<file path="config.mk">
export PLATFORM = sky130hd
export DESIGN_NAME = imem_boot_loader
export DESIGN_NICKNAME = d
export VERILOG_FILES = /design/src/rtl/imem_boot_loader.sv
export SDC_FILE = /design/constraint.sdc
export NUM_CORES = 1
export LEC_CHECK = 0
export ABC_AREA = 1
export BUFFER_PORTS_ARGS = -buffer_cell sky130_fd_sc_hd__buf_4
export CAP_MARGIN = 40
export CORE_MARGIN = 2
export CORE_UTILIZATION = 35
export DETAILED_ROUTE_END_ITERATION = 10
export GPL_ROUTABILITY_DRIVEN = 0
export REMOVE_ABC_BUFFERS = 1
export SYNTH_ARGS = -nofsm -noshare
export SYNTH_HDL_FRONTEND = slang
export SYNTH_SLANG_ARGS = --single-unit
</file>
<file path="constraint.sdc">
create_clock -name clk -period 3.5 [get_ports clk]
set_input_delay 0.175 -clock clk [delete_from_list [all_inputs] [get_ports clk]]
set_output_delay 0.175 -clock clk [all_outputs]
set_load 0.02 [all_outputs]
</file>
<file path="src/rtl/imem_boot_loader.sv">
// ---------------------------------------------------------------------------
// imem_boot_loader
// Boot-time program loader placed in front of Single_Cycle_Top. Accepts
// instruction words over a valid/ready stream, writes them sequentially into
// instruction memory starting at word address 0, holds the core in reset while
// loading, and releases the core's active-low reset RST_HOLD cycles after the
// last word has been transferred.
//
// Ports
//   clk         single clock, all state updates on its rising edge
//   rst         asynchronous active-low reset
//   s_valid     stream word valid
//   s_ready     loader accepts a word this cycle (registered)
//   s_data      instruction word
//   s_last      final program word, qualified by s_valid
//   imem_we     instruction-memory write enable (one cycle per transfer)
//   imem_addr   word address of the write
//   imem_wdata  write data
//   core_rst    active-low reset to Single_Cycle_Top.rst
//   done        core released and running
//   err_ovf     sticky program-overflow flag
//   load_count  number of words written (ADDR_WIDTH+1 bits, full memory fits)
// ---------------------------------------------------------------------------
module imem_boot_loader #(
    parameter int unsigned ADDR_WIDTH = 10,
    parameter int unsigned DATA_WIDTH = 32,
    parameter int unsigned RST_HOLD   = 4
) (
    input  logic                  clk,
    input  logic                  rst,
    input  logic                  s_valid,
    output logic                  s_ready,
    input  logic [DATA_WIDTH-1:0] s_data,
    input  logic                  s_last,
    output logic                  imem_we,
    output logic [ADDR_WIDTH-1:0] imem_addr,
    output logic [DATA_WIDTH-1:0] imem_wdata,
    output logic                  core_rst,
    output logic                  done,
    output logic                  err_ovf,
    output logic [ADDR_WIDTH:0]   load_count
);

    localparam int unsigned CNT_W  = ADDR_WIDTH + 1;
    localparam int unsigned HOLD_W = (RST_HOLD > 1) ? $clog2(RST_HOLD) : 1;

    localparam logic [HOLD_W-1:0]     HOLD_LAST = HOLD_W'(RST_HOLD - 1);
    localparam logic [ADDR_WIDTH-1:0] PTR_LAST  = {ADDR_WIDTH{1'b1}};

    localparam logic [1:0] ST_LOAD = 2'd0;
    localparam logic [1:0] ST_HOLD = 2'd1;
    localparam logic [1:0] ST_RUN  = 2'd2;
    localparam logic [1:0] ST_ERR  = 2'd3;

    logic [1:0]            state;
    logic [1:0]            state_d;
    logic [ADDR_WIDTH-1:0] ptr;
    logic [ADDR_WIDTH-1:0] ptr_d;
    logic [HOLD_W-1:0]     hold_cnt;
    logic [HOLD_W-1:0]     hold_cnt_d;

    logic                  s_ready_d;
    logic                  imem_we_d;
    logic [ADDR_WIDTH-1:0] imem_addr_d;
    logic [DATA_WIDTH-1:0] imem_wdata_d;
    logic                  run_d;
    logic                  err_ovf_d;
    logic [CNT_W-1:0]      load_count_d;

    // s_ready is only ever high in LOAD, so this alone qualifies a transfer
    logic xfer_c;
    assign xfer_c = s_valid && s_ready;

    // State, pointer and registered outputs
    always_ff @(posedge clk or negedge rst) begin
        if (!rst) begin
            state      <= ST_LOAD;
            ptr        <= '0;
            hold_cnt   <= '0;
            s_ready    <= 1'b0;
            imem_we    <= 1'b0;
            imem_addr  <= '0;
            imem_wdata <= '0;
            core_rst   <= 1'b0;
            done       <= 1'b0;
            err_ovf    <= 1'b0;
            load_count <= '0;
        end else begin
            state      <= state_d;
            ptr        <= ptr_d;
            hold_cnt   <= hold_cnt_d;
            s_ready    <= s_ready_d;
            imem_we    <= imem_we_d;
            imem_addr  <= imem_addr_d;
            imem_wdata <= imem_wdata_d;
            core_rst   <= run_d;
            done       <= run_d;
            err_ovf    <= err_ovf_d;
            load_count <= load_count_d;
        end
    end

    // Next-state and next-output logic
    always_comb begin
        state_d      = state;
        ptr_d        = ptr;
        hold_cnt_d   = hold_cnt;
        imem_we_d    = 1'b0;
        imem_addr_d  = imem_addr;
        imem_wdata_d = imem_wdata;
        err_ovf_d    = err_ovf;
        load_count_d = load_count;

        case (state)
            ST_LOAD: begin
                if (xfer_c) begin
                    imem_we_d    = 1'b1;
                    imem_addr_d  = ptr;
                    imem_wdata_d = s_data;
                    ptr_d        = ptr + ADDR_WIDTH'(1);
                    load_count_d = load_count + CNT_W'(1);
                    // s_last wins: a last word in the final slot is a full, legal program
                    if (s_last) begin
                        state_d    = ST_HOLD;
                        hold_cnt_d = '0;
                    end else if (ptr == PTR_LAST) begin
                        state_d   = ST_ERR;
                        err_ovf_d = 1'b1;
                    end
                end
            end
            ST_HOLD: begin
                if (hold_cnt == HOLD_LAST) begin
                    state_d = ST_RUN;
                end else begin
                    hold_cnt_d = hold_cnt + HOLD_W'(1);
                end
            end
            ST_RUN: begin
                state_d = ST_RUN;
            end
            ST_ERR: begin
                state_d = ST_ERR;
            end
            default: begin
                state_d = ST_LOAD;
            end
        endcase

        s_ready_d = (state_d == ST_LOAD);
        run_d     = (state_d == ST_RUN);
    end

endmodule

</file>
==> flow_summary.json, run 1 <==
{
  "outcome": "completed",
  "p_clk_frac": 0.389,
  "syn-mean-instance-area_um2": 8.63,
  "row_count": 34,
  "fillCellCount": 859,
  "layout-drive-gt1-share": 0.264,
  "nets": 493,
  "period_share": 0.534,
  "seq_area_frac_synth": 0.575,
  "dpl.hpwl_mm": 4.70,
  "max_freq_ghz": 0.535,
  "p_comb_frac": 0.035,
  "path_max_fanout": 32,
  "internal_power_mw": 1.10,
  "ioPinCount": 94,
  "finalSetupViolCount": 0,
  "core-area_um2": 8640,
  "syn_area_um2": 3090,
  "cts_setup_buffers": 0,
  "cts.sinks": 71,
  "port_buffers": 93,
  "grt-ovfl-total": 0,
  "h-tree-depth": 3,
  "drt_iter0_markers": 84,
  "reg2reg_from": "state[0]",
  "reg2reg_slack_ps": 1630,
  "cts_resized": 0,
  "min_from": "s_data[2]",
  "syn_inst": 358,
  "finClkSkew_ps": 12.1,
  "multi_input_comb_area_um2": 1100,
  "finalSetupTns_ps": 0,
  "critPathTopFamily": "simple AND/OR/NAND/NOR gates",
  "power_frac_seq": 0.576,
  "switchingPower_mw": 0.325,
  "finalMaxSlewViolations": 0,
  "cts-hold-fix-buffers": 1,
  "regToRegEndpoint": "ptr[4]",
  "grt_pass1_wl_mm": 11.0,
  "grt_pass1_vias": 2421,
  "die_y_um": 97.9,
  "yosys_warnings": 0,
  "clk_pin_slew_ps": 80,
  "ys_ff_latch": 71,
  "slew_headroom": 0.633,
  "maxCapViolCount": 0,
  "area_growth_pct": 31.2,
  "tritoncts": "built",
  "wl_per_cell_um": 11.7,
  "via_per_inst": 4.39,
  "drt_first_pass_iters": 4,
  "vias": 2483,
  "hold_class": "input port to register",
  "clock_latency_ps": 340,
  "grt_max_degree": 45,
  "hold_slack_ps": 28.2,
  "wl_mm": 6.63,
  "cp_num_buf_inv": 2,
  "slowest_delay_ps": 420,
  "die_w_um": 97.9,
  "holdPathEnd": "imem_wdata[2]",
  "p_leak_nw": 2.33,
  "slowest_stage": "dfrtp_1",
  "start_util": 0.358,
  "grt_usage": 0.140,
  "yosysUniqueCellTypes": 21,
  "cts-buffers-inserted": 9,
  "antenna_left": 0,
  "drc": 0,
  "rsz0062_at_grt": "false",
  "whs_path_depth": 3,
  "worstMarginPinSlew_ps": 549,
  "switching_share": 0.229,
  "antenna_found_initial": 0,
  "required_ps": 3750,
  "cp-end-kind": "register",
  "insertedDiodeCount": 0,
  "cp-start-kind": "register",
  "finalHoldViolations": 0,
  "seq_area_um2": 1780,
  "cts-root-buf": "clkbuf_8",
  "r2r_cells": 7,
  "cp.arrival_ps": 2130,
  "powerDensity_nw_per_um2": 352,
  "cts_buffer_depth": 2,
  "min_period_ps": 1870,
  "vdd_drop_max_mv": 0.160,
  "critPathKind": "register to register",
  "worstPathCellList": "inv_1 -> nand2_2 -> nor2_4 -> buf_4 -> nand2_1 -> nor2_1 -> xor2_1",
  "die_area_um2": 9590
}
==> sequential cells by signal (all words and copies together), names as in the netlist <==
signal,flops
imem_we,1
hold_cnt,2
state,2
load_count,11
imem_addr,10
ptr,10
s_ready,1
err_ovf,1
done,1
imem_wdata,32
==> worst max-delay path by stage <==
stage                     startpoint     end  slack (ps)  cells past startpoint
final                       state[0]  ptr[4]        1630                      7
after CTS                   state[0]  ptr[4]        1590                      7
after detailed placement    state[0]  ptr[4]        1610                      7
after floorplan              s_ready  ptr[7]        1760                      6
after global routing        state[0]  ptr[4]        1420                      7
after global placement      state[0]  ptr[7]        1560                      5
==> cells in the final DEF (no fill, tap or decap) <==
cell type | synthesis | final
xor2_1 | 11 | 11
nand2_1 | 174 | 174
nand4_1 | 6 | 6
o21ai_0 | 9 | 9
nor3_2 | 2 | 2
ha_1 | 3 | 3
nor2_4 | 2 | 2
nand3b_1 | 1 | 1
nand2_2 | 3 | 3
a21oi_2 | 1 | 1
and2_1 | 2 | 2
clkinv_4 | 0 | 1
inv_1 | 29 | 29
clkinvlp_4 | 0 | 2
dfrtp_1 | 71 | 71
xnor2_1 | 1 | 1
clkinv_2 | 0 | 3
nand3_1 | 13 | 13
dlygate4sd3_1 | 0 | 1
buf_4 | 3 | 94
nor2_1 | 16 | 16
buf_12 | 0 | 1
inv_2 | 1 | 1
buf_16 | 0 | 1
clkbuf_8 | 0 | 9
nor2_2 | 1 | 1
==> synthesized netlist by cell type (all sizes together) <==
master / count / area share
nand4: 6 / 0.012
and2: 2 / 0.0041
nor3: 2 / 0.0065
nor2: 19 / 0.029
a21oi: 1 / 0.0028
ha: 3 / 0.012
xor2: 11 / 0.031
nand3: 13 / 0.021
nand3b: 1 / 0.0024
o21ai: 9 / 0.015
buf: 12 / 0.032
dfrtp: 71 / 0.58
nand2: 177 / 0.22
xnor2: 1 / 0.0028
inv: 30 / 0.036
==> tightest hold or removal path, stage by stage <==
cell,delay [ps]
buf_4,70
nand2_1,40
nand2_1,50
==> metrics by stage <==
stage          instances  utilization  power (mW)  setup WS, ps  instance area, um2
6_report             566        0.469        1.42          1630                4050
5_1_grt              566        0.469        1.48          1420                4050
4_1_cts              566        0.469        1.45          1590                4050
3_5_place_dp         550        0.449       0.887          1610                3880
3_3_place_gp         548        0.443       0.883          1560                3830
2_1_floorplan        346            -       0.836          1760                2990
==> logic make-up (layout without fill, tap and decap cells) <==
logic type / count (synthesis) / after routing / synth area share
adder cells (fa/ha/maj): 3 / 3 / 0.0122
buffers and inverters: 42 / 142 / 0.0685
AO/OA/AOI/OAI: 10 / 10 / 0.0174
XOR/XNOR: 12 / 12 / 0.0340
AND/OR/NAND/NOR: 220 / 220 / 0.293
flip-flops: 71 / 71 / 0.575
==> routing by layer <==
| layer | part of all wire | global-route usage | up-vias |
|---|---|---|---|
| met5 | 0 | 0 | - |
| met2 | 0.44 | 0.209 | 67 |
| met3 | 0.056 | 0.0358 | 7 |
| li1 | - | - | 1279 |
| met4 | 0.013 | 0.0556 | 0 |
| met1 | 0.49 | 0.197 | 1130 |
==> final cells by class <==
cell class                 instances  area share
sequential                        71       0.439
clock buffer                       9      0.0306
tap                              108      0.0334
clock inverter                     6     0.00958
multi-input combinational        245       0.272
inverter                          30      0.0278
timing repair buffer              97       0.188
==> power groups by stage <==
stage	clock network, mW	logic, mW	registers [mW]
2_1_floorplan	0	0.000173	0.836
3_3_place_gp	0	0.0470	0.836
3_5_place_dp	0	0.0515	0.836
4_1_cts	0.582	0.0522	0.820
5_1_grt	0.609	0.0562	0.819
6_report	0.554	0.0500	0.820
No activity file was read; power rests on OpenSTA's default activity.
==> run 2, diff against run 1 <==
--- a/config.mk
+++ b/config.mk
@@ -5,7 +5,7 @@
 export SDC_FILE = /design/constraint.sdc
 export NUM_CORES = 1
 export LEC_CHECK = 0
-export ABC_AREA = 1
+export ABC_AREA = 0
 export BUFFER_PORTS_ARGS = -buffer_cell sky130_fd_sc_hd__buf_4
 export CAP_MARGIN = 40
 export CORE_MARGIN = 2
==> constraint.sdc (replaced) <==
create_clock -name clk -period 1.55 [get_ports clk]
set_input_delay 0.0775 -clock clk [delete_from_list [all_inputs] [get_ports clk]]
set_output_delay 0.0775 -clock clk [all_outputs]
set_load 0.02 [all_outputs]
==> flow_summary.json, run 2 <==
{
  "outcome": "completed",
  "synth.area.top_cells": "dfrtp_1 61%, nand2_1 18%, xnor2_1 3.3%",
  "maxCapViolCount": 0,
  "post-place-ws_ps": 71.1,
  "p_comb_frac": 0.053,
  "core-area_um2": 8130,
  "yosysUniqueCellTypes": 31,
  "syn-mean-instance-area_um2": 9.89,
  "finalSetupViolCount": 0,
  "path_max_fanout": 27,
  "cp.arrival_ps": 1760,
  "port_buffers": 93,
  "start_util": 0.357,
  "regToRegEndpoint": "ptr[9]",
  "dpl.hpwl_mm": 4.43,
  "max_freq_ghz": 0.670,
  "internal_power_mw": 2.75,
  "required_ps": 1820,
  "hold_class": "input port to register",
  "synth_ff_type": "dfrtp_1",
  "dp.cells": 491,
  "slew_headroom": 0.773,
  "cp-start-kind": "register",
  "final_area_um2": 4340,
  "drc": 0,
  "drt_first_pass_iters": 4,
  "largest-register": "imem_wdata",
  "syn_inst": 294,
  "fin_cells": 541,
  "drt_iter0_markers": 84,
  "switching_share": 0.217,
  "ys_ff_latch": 71,
  "cts_buffer_depth": 2,
  "grt_usage": 0.156,
  "layout-drive-gt1-share": 0.296,
  "ioPinCount": 94,
  "worstMarginPinSlew_ps": 337,
  "insertedDiodeCount": 0,
  "wl_mm": 6.61,
  "row_count": 33,
  "area_growth_pct": 49.4,
  "synth_commonest_cells": "139 x nand2_1, 71 x dfrtp_1, 11 x xnor2_1",
  "async_flop_share": 1.00,
  "grt_pass1_vias": 2297,
  "dpl_cell_area_um2": 3800,
  "switchingPower_mw": 0.762,
  "nets": 470,
  "min_period_ps": 1490,
  "synth_area_leader_cell": "dfrtp_1",
  "cts_setup_buffers": 0,
  "tritoncts": "built",
  "reg2reg_slack_ps": 60,
  "cp-end-kind": "register",
  "period_share": 0.963,
  "die_y_um": 95.1,
  "die_area_um2": 9050,
  "cts.sinks": 71,
  "finClkSkew_ps": 8.67,
  "min_from": "s_valid",
  "holdPathEnd": "state[1]",
  "yosys_warnings": 0,
  "reg2reg_from": "state[1]",
  "synth_edf_count": 0,
  "slowest_stage": "dfrtp_1",
  "die_w_um": 95.1,
  "finalMaxSlewViolations": 0,
  "syn_area_um2": 2910,
  "worstPathCellList": "nand4bb_4 -> buf_12 -> nor4_1 -> xor2_1",
  "wl_per_cell_um": 12.2,
  "layout_common_cells": "139 x nand2_1, 103 x buf_4, 71 x dfrtp_1, 34 x dlygate4sd3_1, 11 x xnor2_1",
  "power_frac_seq": 0.527,
  "grt_pass1_wl_mm": 10.8,
  "slowest_delay_ps": 390,
  "seq_area_frac_synth": 0.611,
  "r2r_cells": 4,
  "clock_latency_ps": 350,
  "clk_pin_slew_ps": 70,
  "setup_ws_ps": 57.6,
  "critPathKind": "register to register",
  "reg_top3": "imem_wdata x32, load_count x11",
  "h-tree-depth": 3,
  "vias": 2429,
  "whs_path_depth": 3,
  "largest_reg_flops": 32,
  "powerDensity_nw_per_um2": 808,
  "p_clk_frac": 0.420,
  "yosysMostFrequentCell": "nand2_1",
  "p_leak_nw": 2.35,
  "antenna_left": 0,
  "grt_max_degree": 36,
  "cts-root-buf": "clkbuf_8",
  "grt-ovfl-total": 0,
  "layout_commonest_cell": "nand2_1",
  "finalHoldViolations": 0,
  "via_per_inst": 4.49,
  "vdd_drop_max_mv": 0.436,
  "antenna_found_initial": 0,
  "synth_top_area_share": 0.611,
  "cts-buffers-inserted": 9
}
-- run 2: power groups by stage --
stage / Combinational, mW / Clock (mW) / Sequential (mW)
after floorplan: 0.00167 / 0 / 1.89
after global placement: 0.119 / 0 / 1.89
after detailed placement: 0.119 / 0 / 1.89
after CTS: 0.187 / 1.51 / 1.85
after global routing: 0.205 / 1.61 / 1.85
final: 0.185 / 1.47 / 1.85
-- run 2: worst max-delay path by stage --
stage,from,end
2_1_floorplan,state[0],load_count[10]
3_3_place_gp,state[1],imem_addr[2]
3_5_place_dp,state[1],ptr[9]
4_1_cts,state[1],ptr[9]
5_1_grt,state[1],ptr[9]
6_report,state[1],ptr[9]
-- run 2: worst max-delay path: cells and delay by family (launching register included) --
family        cells  cell delay, ps
flops             1             390
simple gates      2             640
buf+inv           1             220
xor+xnor          1             170
-- run 2: what timing repair did --
action | 4_1_cts | 5_1_grt
resized for setup | 0 | 2
hold buffers | 34 | 0
hold endpoints to repair | 105 | 0
endpoints found under the setup margin | 0 | 8
-- run 2: cell families (layout without fill, tap and decap cells) --
| family | count (synthesis) | count (layout) | share of synthesized area |
|---|---|---|---|
| XOR/XNOR | 19 | 19 | 0.0573 |
| buffers and inverters | 19 | 161 | 0.0366 |
| adder cells (fa/ha/maj) | 3 | 3 | 0.0129 |
| AO/OA/AOI/OAI | 11 | 11 | 0.0280 |
| AND/OR/NAND/NOR | 170 | 170 | 0.251 |
| multiplexers | 1 | 1 | 0.00344 |
| flip-flops | 71 | 71 | 0.611 |
-- run 2: layout make-up --
class / count / area (um2)
flip-flops and latches: 71 / 1780
repair buffers: 140 / 1170
multi-input cells: 204 / 1040
inverters: 5 / 20.0
well taps: 105 / 131
fillers: 735 / 3790
clock buffers: 10 / 138
clock inverters: 6 / 60.1
-- run 2: through the flow --
step	TNS, ps	hold WS, ps	power [mW]	util
5_1_grt	-0.363	107	3.67	0.534
6_report	0	106	3.51	0.534
2_1_floorplan	-107520	-218	1.89	-
3_3_place_gp	0	-14.1	2.01	0.467
3_5_place_dp	0	-8.42	2.01	0.467
4_1_cts	0	81.0	3.55	0.533
-- run 2: layer usage --
layer | up-vias | global-route usage | wire length (um)
met5 | - | 0 | 0
met4 | 0 | 0.0580 | 97
met3 | 10 | 0.0514 | 343
met2 | 69 | 0.231 | 3060
met1 | 1140 | 0.212 | 3110
li1 | 1210 | - | -
